===== config.mk =====
export PLATFORM = sky130hd
export DESIGN_NAME = writeback_unit_flat
export DESIGN_NICKNAME = d
export VERILOG_FILES = /design/src/rtl/writeback_unit_pkg.sv /design/src/rtl/writeback_unit_if.sv /design/src/rtl/writeback_unit_load_align.sv /design/src/rtl/writeback_unit.sv /design/src/flat_wrapper.sv
export SDC_FILE = /design/constraint.sdc
export NUM_CORES = 1
export LEC_CHECK = 0
export CORE_UTILIZATION = 49
export CTS_CLUSTER_DIAMETER = 40
export DETAILED_ROUTE_END_ITERATION = 12
export PLACE_DENSITY = 0.88
export SLEW_MARGIN = 15
export SYNTH_ARGS = -nofsm -noshare
export SYNTH_HDL_FRONTEND = slang
export SYNTH_SLANG_ARGS = --single-unit

===== constraint.sdc =====
create_clock -name clk -period 2.35 [get_ports clk]
set_input_delay 0.705 -clock clk [delete_from_list [all_inputs] [get_ports clk]]
set_output_delay 0.705 -clock clk [all_outputs]
set_load 0.005 [all_outputs]

===== src/rtl/writeback_unit_pkg.sv =====
// Shared CPU types for the register-file write-back path: load encodings,
// write-back FSM states and datapath widths.
package writeback_unit_pkg;

    localparam int DATA_W = 32;
    localparam int REG_AW = 5;

    typedef enum logic [2:0] {
        LT_LB  = 3'd0,
        LT_LBU = 3'd1,
        LT_LH  = 3'd2,
        LT_LHU = 3'd3,
        LT_LW  = 3'd4,
        LT_LWL = 3'd5,
        LT_LWR = 3'd6
    } load_type_t;

    typedef enum logic {
        IDLE      = 1'b0,
        WAIT_LOAD = 1'b1
    } wb_state_t;

endpackage


===== src/rtl/writeback_unit_if.sv =====
// Execute-stage, data-bus and register-file signals of the write-back unit.
// The master side drives instructions and load data; the slave side is the unit.
interface writeback_unit_if;
    import writeback_unit_pkg::*;

    logic              ex_valid;
    logic              ex_reg_write;
    logic [REG_AW-1:0] ex_dest;
    logic [DATA_W-1:0] ex_alu_result;
    logic              ex_is_load;
    logic [2:0]        ex_load_type;
    logic [1:0]        ex_addr_low;
    logic [DATA_W-1:0] ex_rt_old;
    logic              mem_readdata_valid;
    logic [DATA_W-1:0] mem_readdata;
    logic              write_enable;
    logic [REG_AW-1:0] write_reg;
    logic [DATA_W-1:0] write_data;
    logic              stall;
    logic              protocol_error;

    modport master (
        output ex_valid, ex_reg_write, ex_dest, ex_alu_result, ex_is_load,
               ex_load_type, ex_addr_low, ex_rt_old, mem_readdata_valid, mem_readdata,
        input  write_enable, write_reg, write_data, stall, protocol_error
    );

    modport slave (
        input  ex_valid, ex_reg_write, ex_dest, ex_alu_result, ex_is_load,
               ex_load_type, ex_addr_low, ex_rt_old, mem_readdata_valid, mem_readdata,
        output write_enable, write_reg, write_data, stall, protocol_error
    );

endinterface


===== src/rtl/writeback_unit_load_align.sv =====
// Combinational load alignment: byte/halfword extraction with sign or zero
// extension, word pass-through and LWL/LWR merging with the old register value.
module load_align
    import writeback_unit_pkg::*;
(
    input  load_type_t        i_load_type,
    input  logic [1:0]        i_addr_low,
    input  logic [DATA_W-1:0] i_mem_data,
    input  logic [DATA_W-1:0] i_rt_old,
    output logic [DATA_W-1:0] o_data
);

    logic [4:0]        w_byte_sh;
    logic [4:0]        w_lwl_sh;
    logic [DATA_W-1:0] w_shr;
    logic [DATA_W-1:0] w_lwl;
    logic [DATA_W-1:0] w_lwr;
    logic [7:0]        w_byte;
    logic [15:0]       w_half;

    // LWL shifts by 3-k bytes; for a two-bit k that is simply ~k.
    assign w_byte_sh = {i_addr_low, 3'b000};
    assign w_lwl_sh  = {~i_addr_low, 3'b000};
    assign w_shr     = i_mem_data >> w_byte_sh;
    assign w_byte    = w_shr[7:0];
    assign w_half    = i_addr_low[1] ? i_mem_data[31:16] : i_mem_data[15:0];
    assign w_lwl     = (i_mem_data << w_lwl_sh) | (i_rt_old & ~({DATA_W{1'b1}} << w_lwl_sh));
    assign w_lwr     = w_shr | (i_rt_old & ~({DATA_W{1'b1}} >> w_byte_sh));

    always_comb begin
        o_data = i_mem_data;
        case (i_load_type)
            LT_LB:   o_data = {{24{w_byte[7]}}, w_byte};
            LT_LBU:  o_data = {24'd0, w_byte};
            LT_LH:   o_data = {{16{w_half[15]}}, w_half};
            LT_LHU:  o_data = {16'd0, w_half};
            LT_LWL:  o_data = w_lwl;
            LT_LWR:  o_data = w_lwr;
            default: o_data = i_mem_data;
        endcase
    end

endmodule


===== src/rtl/writeback_unit.sv =====
// Register-file write-back driver: one registered write per cycle from ALU
// results or aligned load data, stalling upstream while a load is outstanding.
module writeback_unit
    import writeback_unit_pkg::*;
(
    input logic            clk,
    input logic            reset,
    writeback_unit_if.slave wb
);

    wb_state_t         r_state;
    wb_state_t         w_next_state;

    logic [REG_AW-1:0] r_dest;
    load_type_t        r_load_type;
    logic [1:0]        r_addr_low;
    logic [DATA_W-1:0] r_rt_old;
    logic              r_reg_write;

    logic              r_write_enable;
    logic [REG_AW-1:0] r_write_reg;
    logic [DATA_W-1:0] r_write_data;
    logic              r_stall;
    logic              r_protocol_error;

    logic              w_write_enable;
    logic [REG_AW-1:0] w_write_reg;
    logic [DATA_W-1:0] w_write_data;
    logic              w_protocol_error;
    logic              w_latch;
    logic [DATA_W-1:0] w_aligned;

    load_align u_load_align (
        .i_load_type (r_load_type),
        .i_addr_low  (r_addr_low),
        .i_mem_data  (wb.mem_readdata),
        .i_rt_old    (r_rt_old),
        .o_data      (w_aligned)
    );

    always_comb begin
        w_next_state     = r_state;
        w_write_enable   = 1'b0;
        w_write_reg      = r_write_reg;
        w_write_data     = r_write_data;
        w_protocol_error = r_protocol_error;
        w_latch          = 1'b0;
        case (r_state)
            IDLE: begin
                if (wb.mem_readdata_valid) begin
                    w_protocol_error = 1'b1;
                end
                if (wb.ex_valid && wb.ex_is_load) begin
                    w_latch      = 1'b1;
                    w_next_state = WAIT_LOAD;
                end else if (wb.ex_valid && wb.ex_reg_write) begin
                    w_write_enable = (wb.ex_dest != '0);
                    w_write_reg    = wb.ex_dest;
                    w_write_data   = wb.ex_alu_result;
                end
            end
            WAIT_LOAD: begin
                // New instructions are held off by stall, so ex_valid is ignored here.
                if (wb.mem_readdata_valid) begin
                    w_next_state = IDLE;
                    if (r_reg_write) begin
                        w_write_enable = (r_dest != '0);
                        w_write_reg    = r_dest;
                        w_write_data   = w_aligned;
                    end
                end
            end
            default: w_next_state = IDLE;
        endcase
    end

    always_ff @(posedge clk) begin
        if (reset) begin
            r_state          <= IDLE;
            r_dest           <= '0;
            r_load_type      <= LT_LW;
            r_addr_low       <= '0;
            r_rt_old         <= '0;
            r_reg_write      <= 1'b0;
            r_write_enable   <= 1'b0;
            r_write_reg      <= '0;
            r_write_data     <= '0;
            r_stall          <= 1'b0;
            r_protocol_error <= 1'b0;
        end else begin
            r_state          <= w_next_state;
            r_write_enable   <= w_write_enable;
            r_write_reg      <= w_write_reg;
            r_write_data     <= w_write_data;
            r_stall          <= (w_next_state == WAIT_LOAD);
            r_protocol_error <= w_protocol_error;
            if (w_latch) begin
                r_dest      <= wb.ex_dest;
                r_load_type <= load_type_t'(wb.ex_load_type);
                r_addr_low  <= wb.ex_addr_low;
                r_rt_old    <= wb.ex_rt_old;
                r_reg_write <= wb.ex_reg_write;
            end
        end
    end

    assign wb.write_enable   = r_write_enable;
    assign wb.write_reg      = r_write_reg;
    assign wb.write_data     = r_write_data;
    assign wb.stall          = r_stall;
    assign wb.protocol_error = r_protocol_error;

endmodule


===== src/flat_wrapper.sv =====
// flat-port wrapper written by rule: the top's interface ports become plain ports
module writeback_unit_flat import writeback_unit_pkg::*;
  (clk, reset, wb_ex_valid, wb_ex_reg_write, wb_ex_dest, wb_ex_alu_result, wb_ex_is_load, wb_ex_load_type, wb_ex_addr_low, wb_ex_rt_old, wb_mem_readdata_valid, wb_mem_readdata, wb_write_enable, wb_write_reg, wb_write_data, wb_stall, wb_protocol_error);
  writeback_unit_if wb_i ();
  input logic clk;
  input logic reset;
  input wire logic [$bits(wb_i.ex_valid)-1:0] wb_ex_valid;
  input wire logic [$bits(wb_i.ex_reg_write)-1:0] wb_ex_reg_write;
  input wire logic [$bits(wb_i.ex_dest)-1:0] wb_ex_dest;
  input wire logic [$bits(wb_i.ex_alu_result)-1:0] wb_ex_alu_result;
  input wire logic [$bits(wb_i.ex_is_load)-1:0] wb_ex_is_load;
  input wire logic [$bits(wb_i.ex_load_type)-1:0] wb_ex_load_type;
  input wire logic [$bits(wb_i.ex_addr_low)-1:0] wb_ex_addr_low;
  input wire logic [$bits(wb_i.ex_rt_old)-1:0] wb_ex_rt_old;
  input wire logic [$bits(wb_i.mem_readdata_valid)-1:0] wb_mem_readdata_valid;
  input wire logic [$bits(wb_i.mem_readdata)-1:0] wb_mem_readdata;
  output wire logic [$bits(wb_i.write_enable)-1:0] wb_write_enable;
  output wire logic [$bits(wb_i.write_reg)-1:0] wb_write_reg;
  output wire logic [$bits(wb_i.write_data)-1:0] wb_write_data;
  output wire logic [$bits(wb_i.stall)-1:0] wb_stall;
  output wire logic [$bits(wb_i.protocol_error)-1:0] wb_protocol_error;
  assign wb_i.ex_valid = wb_ex_valid;
  assign wb_i.ex_reg_write = wb_ex_reg_write;
  assign wb_i.ex_dest = wb_ex_dest;
  assign wb_i.ex_alu_result = wb_ex_alu_result;
  assign wb_i.ex_is_load = wb_ex_is_load;
  assign wb_i.ex_load_type = wb_ex_load_type;
  assign wb_i.ex_addr_low = wb_ex_addr_low;
  assign wb_i.ex_rt_old = wb_ex_rt_old;
  assign wb_i.mem_readdata_valid = wb_mem_readdata_valid;
  assign wb_i.mem_readdata = wb_mem_readdata;
  assign wb_write_enable = wb_i.write_enable;
  assign wb_write_reg = wb_i.write_reg;
  assign wb_write_data = wb_i.write_data;
  assign wb_stall = wb_i.stall;
  assign wb_protocol_error = wb_i.protocol_error;
  writeback_unit u_core (.clk(clk), .reset(reset), .wb(wb_i));
endmodule

==> impl_results.md <==
- RSZ-0062 raised after global routing: false
- Sequential area share after synthesis: 30.1%
- Worst slew pin tran: between 600 and 700 ps
- Fin crit share: a little over nine tenths
- Detail Placement HPWL: about 14000 µm
- WL per Instance: between 20 and 25 µm
- Total CTS buffers: 9
- Antenna diodes: 0
- Clock latency at the later pin of the worst-skew pair: approximately 370 ps
- Multi-input logic area: 0.00350 mm²
- # H-tree levels: 3
- Fill count: roughly 840
- Share of cells above drive strength 1: between 15 and 20%
- Post-layout util: between 70% and 80%
- Die ar.: 0.0117 mm²
- Hold Fails Final Rpt: 0
- GRT Total Usage: a little over a third
- Setup TNS: 0 ps
- DR vias/cell: about 6.5
- Synth top area cells: dfxtp_1 30%, mux4_2 9.8%, nand2_1 7.3%
- Initial core utilization: just over 50%
- Dpl cell area: roughly 0.0075 mm²
- Worst rel slew slack: between 50 and 60%
- Buffers added on ports: approximately 150
- Total routed wirelength: about 20000 µm
- Ys async rst share: 0%
- Worst Path Required: between 2000 and 3000 ps
- Num ports: around 150
- Clk buf depth: 2
- ANT nets after route: 0
- Final Cell Area: between 0.007 and 0.008 mm²
- Leak Pwr: around 2.6 nW
- Sequential cell area: about 0.0017 mm²
- Synth Flop Type: dfxtp_1
- Global placer's final weighted congestion: approximately 0.94
- Vias in the first global route: between 6000 and 7000
- Clock skew: between 10 and 15 ps
- Status: finished clean
- Initial DRC count: between 500 and 600
- Top-count cell post-synth: nand2_1
- Synth Area per Inst: between 8 and 9 µm²
- Highest Clock Rate: around 0.44 GHz
- Cells after Synth: between 600 and 700
- Setup violators final: 0
- Rows: 38
- Synth Cell Area: ~0.0055 mm²
- Critical setup path kind: in -> reg
- CP Launch Type: primary input
- CTS tree: done
- Initial antenna violation count: 0
- Post-synth EDFFs: 0
- Global-route wire length before repair: approximately 31000 µm
- Largest net degree at the start of global routing: 84
- Post-synth top cells: 107 x nand2_1, 83 x dfxtp_1, 61 x a21oi_1, 48 x nor2_1, 39 x mux2i_1
- Final hold slack: approximately 450 ps
- Synth top area share: a little under a third
- Die Y: 108 µm
- Worst Path Max Fanout: 9
- Pwr dens: ~450 mW/mm²
- Core area: 0.0109 mm²
- Clk root buf: clkbuf_8
- Syn-to-layout area delta: 40.0%
- Minimum clock period after layout: approximately 2300 ps
- Final count of pins violating max slew: 0
- Vias: between 6000 and 7000
- Crit path capture type: flop
- Overflow after GRT: 0
- Die Wd: between 100 and 150 µm
- #FFs+latches synth: 83
- Warnings from Yosys: 0
- Yosys top cell by area: dfxtp_1
- CTS clk-pin slew, worst paths: approximately 80 ps
- Netlist cell types: about 50
- Net count after synthesis: between 700 and 800
- Worst hold path class: reg -> reg
- CP arrival: ~2500 ps
- Max Cap Viol: 0
- DRT Pass-1 Iters: 7
- Layout net count: a little over 900
- DRC Markers: 0
- Max IR drop VDD: 0.306 mV
- Num Clock Sinks: 83
logic make-up after synthesis:
kind of cell              share of synthesized area, %
AOI/OAI and AO/OA                                 26.9
DFF                                               30.1
muxes                                             18.3
and+or+nand+nor                                   17.9
buffers and inverters                             6.61
xor gates and xnor gates                         0.159
area by class of cell:
cell class / count / area share (%)
clock buffer: 12 / 1.88
clock inverter: 3 / 0.195
multi-input combinational: 489 / 45.4
tap: 140 / 2.27
timing repair buffer: 228 / 28.1
sequential: 83 / 21.6
inverter: 11 / 0.535
what timing repair did:
action                     4_1_cts  5_1_grt
setup endpoints to repair        0       11
gates resized for setup          0        3
setup buffers                    0        2
hold buffers                     0        0
power breakdown:
part / internal [mW] / switching [mW] / leakage, nW
Clock: 0.403 / 0.519 / 0.0860
Sequential: 1.48 / 0.0625 / 0.679
Combinational: 0.561 / 0.488 / 1.85
Total: 2.44 / 1.07 / 2.61
layout by cell type (no fill, tap or decap), types with 8 or more instances in the layout:
master | Yosys | final
clkdlybuf4s50_1 | 0 | 150
o21ai_0 | 10 | 10
mux2i_1 | 39 | 39
nor3_1 | 9 | 9
dfxtp_1 | 83 | 80
a21boi_0 | 8 | 8
a21bo_2 | 8 | 8
nor2_1 | 48 | 48
a41oi_1 | 8 | 8
inv_1 | 10 | 10
clkbuf_8 | 0 | 10
nor4_1 | 8 | 8
a21oi_1 | 61 | 61
buf_4 | 6 | 70
o221ai_1 | 8 | 8
a211oi_1 | 23 | 23
nand3_1 | 10 | 10
o22ai_1 | 16 | 16
nand2_1 | 107 | 106
nor4b_1 | 8 | 8
a221oi_1 | 8 | 8
o2bb2ai_1 | 8 | 8
a22o_1 | 9 | 9
mux4_2 | 24 | 24
per-stage QoR:
step / total power, mW / worst slack, ps / cells
after global routing: 3.64 / 20.9 / 966
after floorplan: 2.05 / 399 / 650
final: 3.51 / 81.1 / 966
after detailed placement: 2.58 / -365 / 949
after CTS: 3.48 / 36.9 / 964
after global placement: 2.56 / -307 / 949
final timing paths:
kind,startpoint,to,slack (ps),cells past startpoint
min,u_core.r_rt_old[2],u_core.r_rt_old[2],450,2
min reg2reg,u_core.r_rt_old[2],u_core.r_rt_old[2],450,2
max reg2reg,u_core.wb.stall,u_core.r_rt_old[17],230,6
max,wb_mem_readdata[31],u_core.wb.write_data[10],80,6
worst max-delay path: stages:
cell	delay (ps)
clkdlybuf4s50_1	470
mux4_2	510
nor3b_4	180
buf_12	160
nor4b_1	370
a2111oi_1	110
per-layer routing:
layer,part of all wire (%),GRT usage (%),up-vias
met5,0,0,-
met4,4.5,21.3,0
met3,9.9,5.55,87
met2,47,57.4,437
met1,39,43.4,2961
li1,-,-,2806
Power figures use the tool's default switching activity.
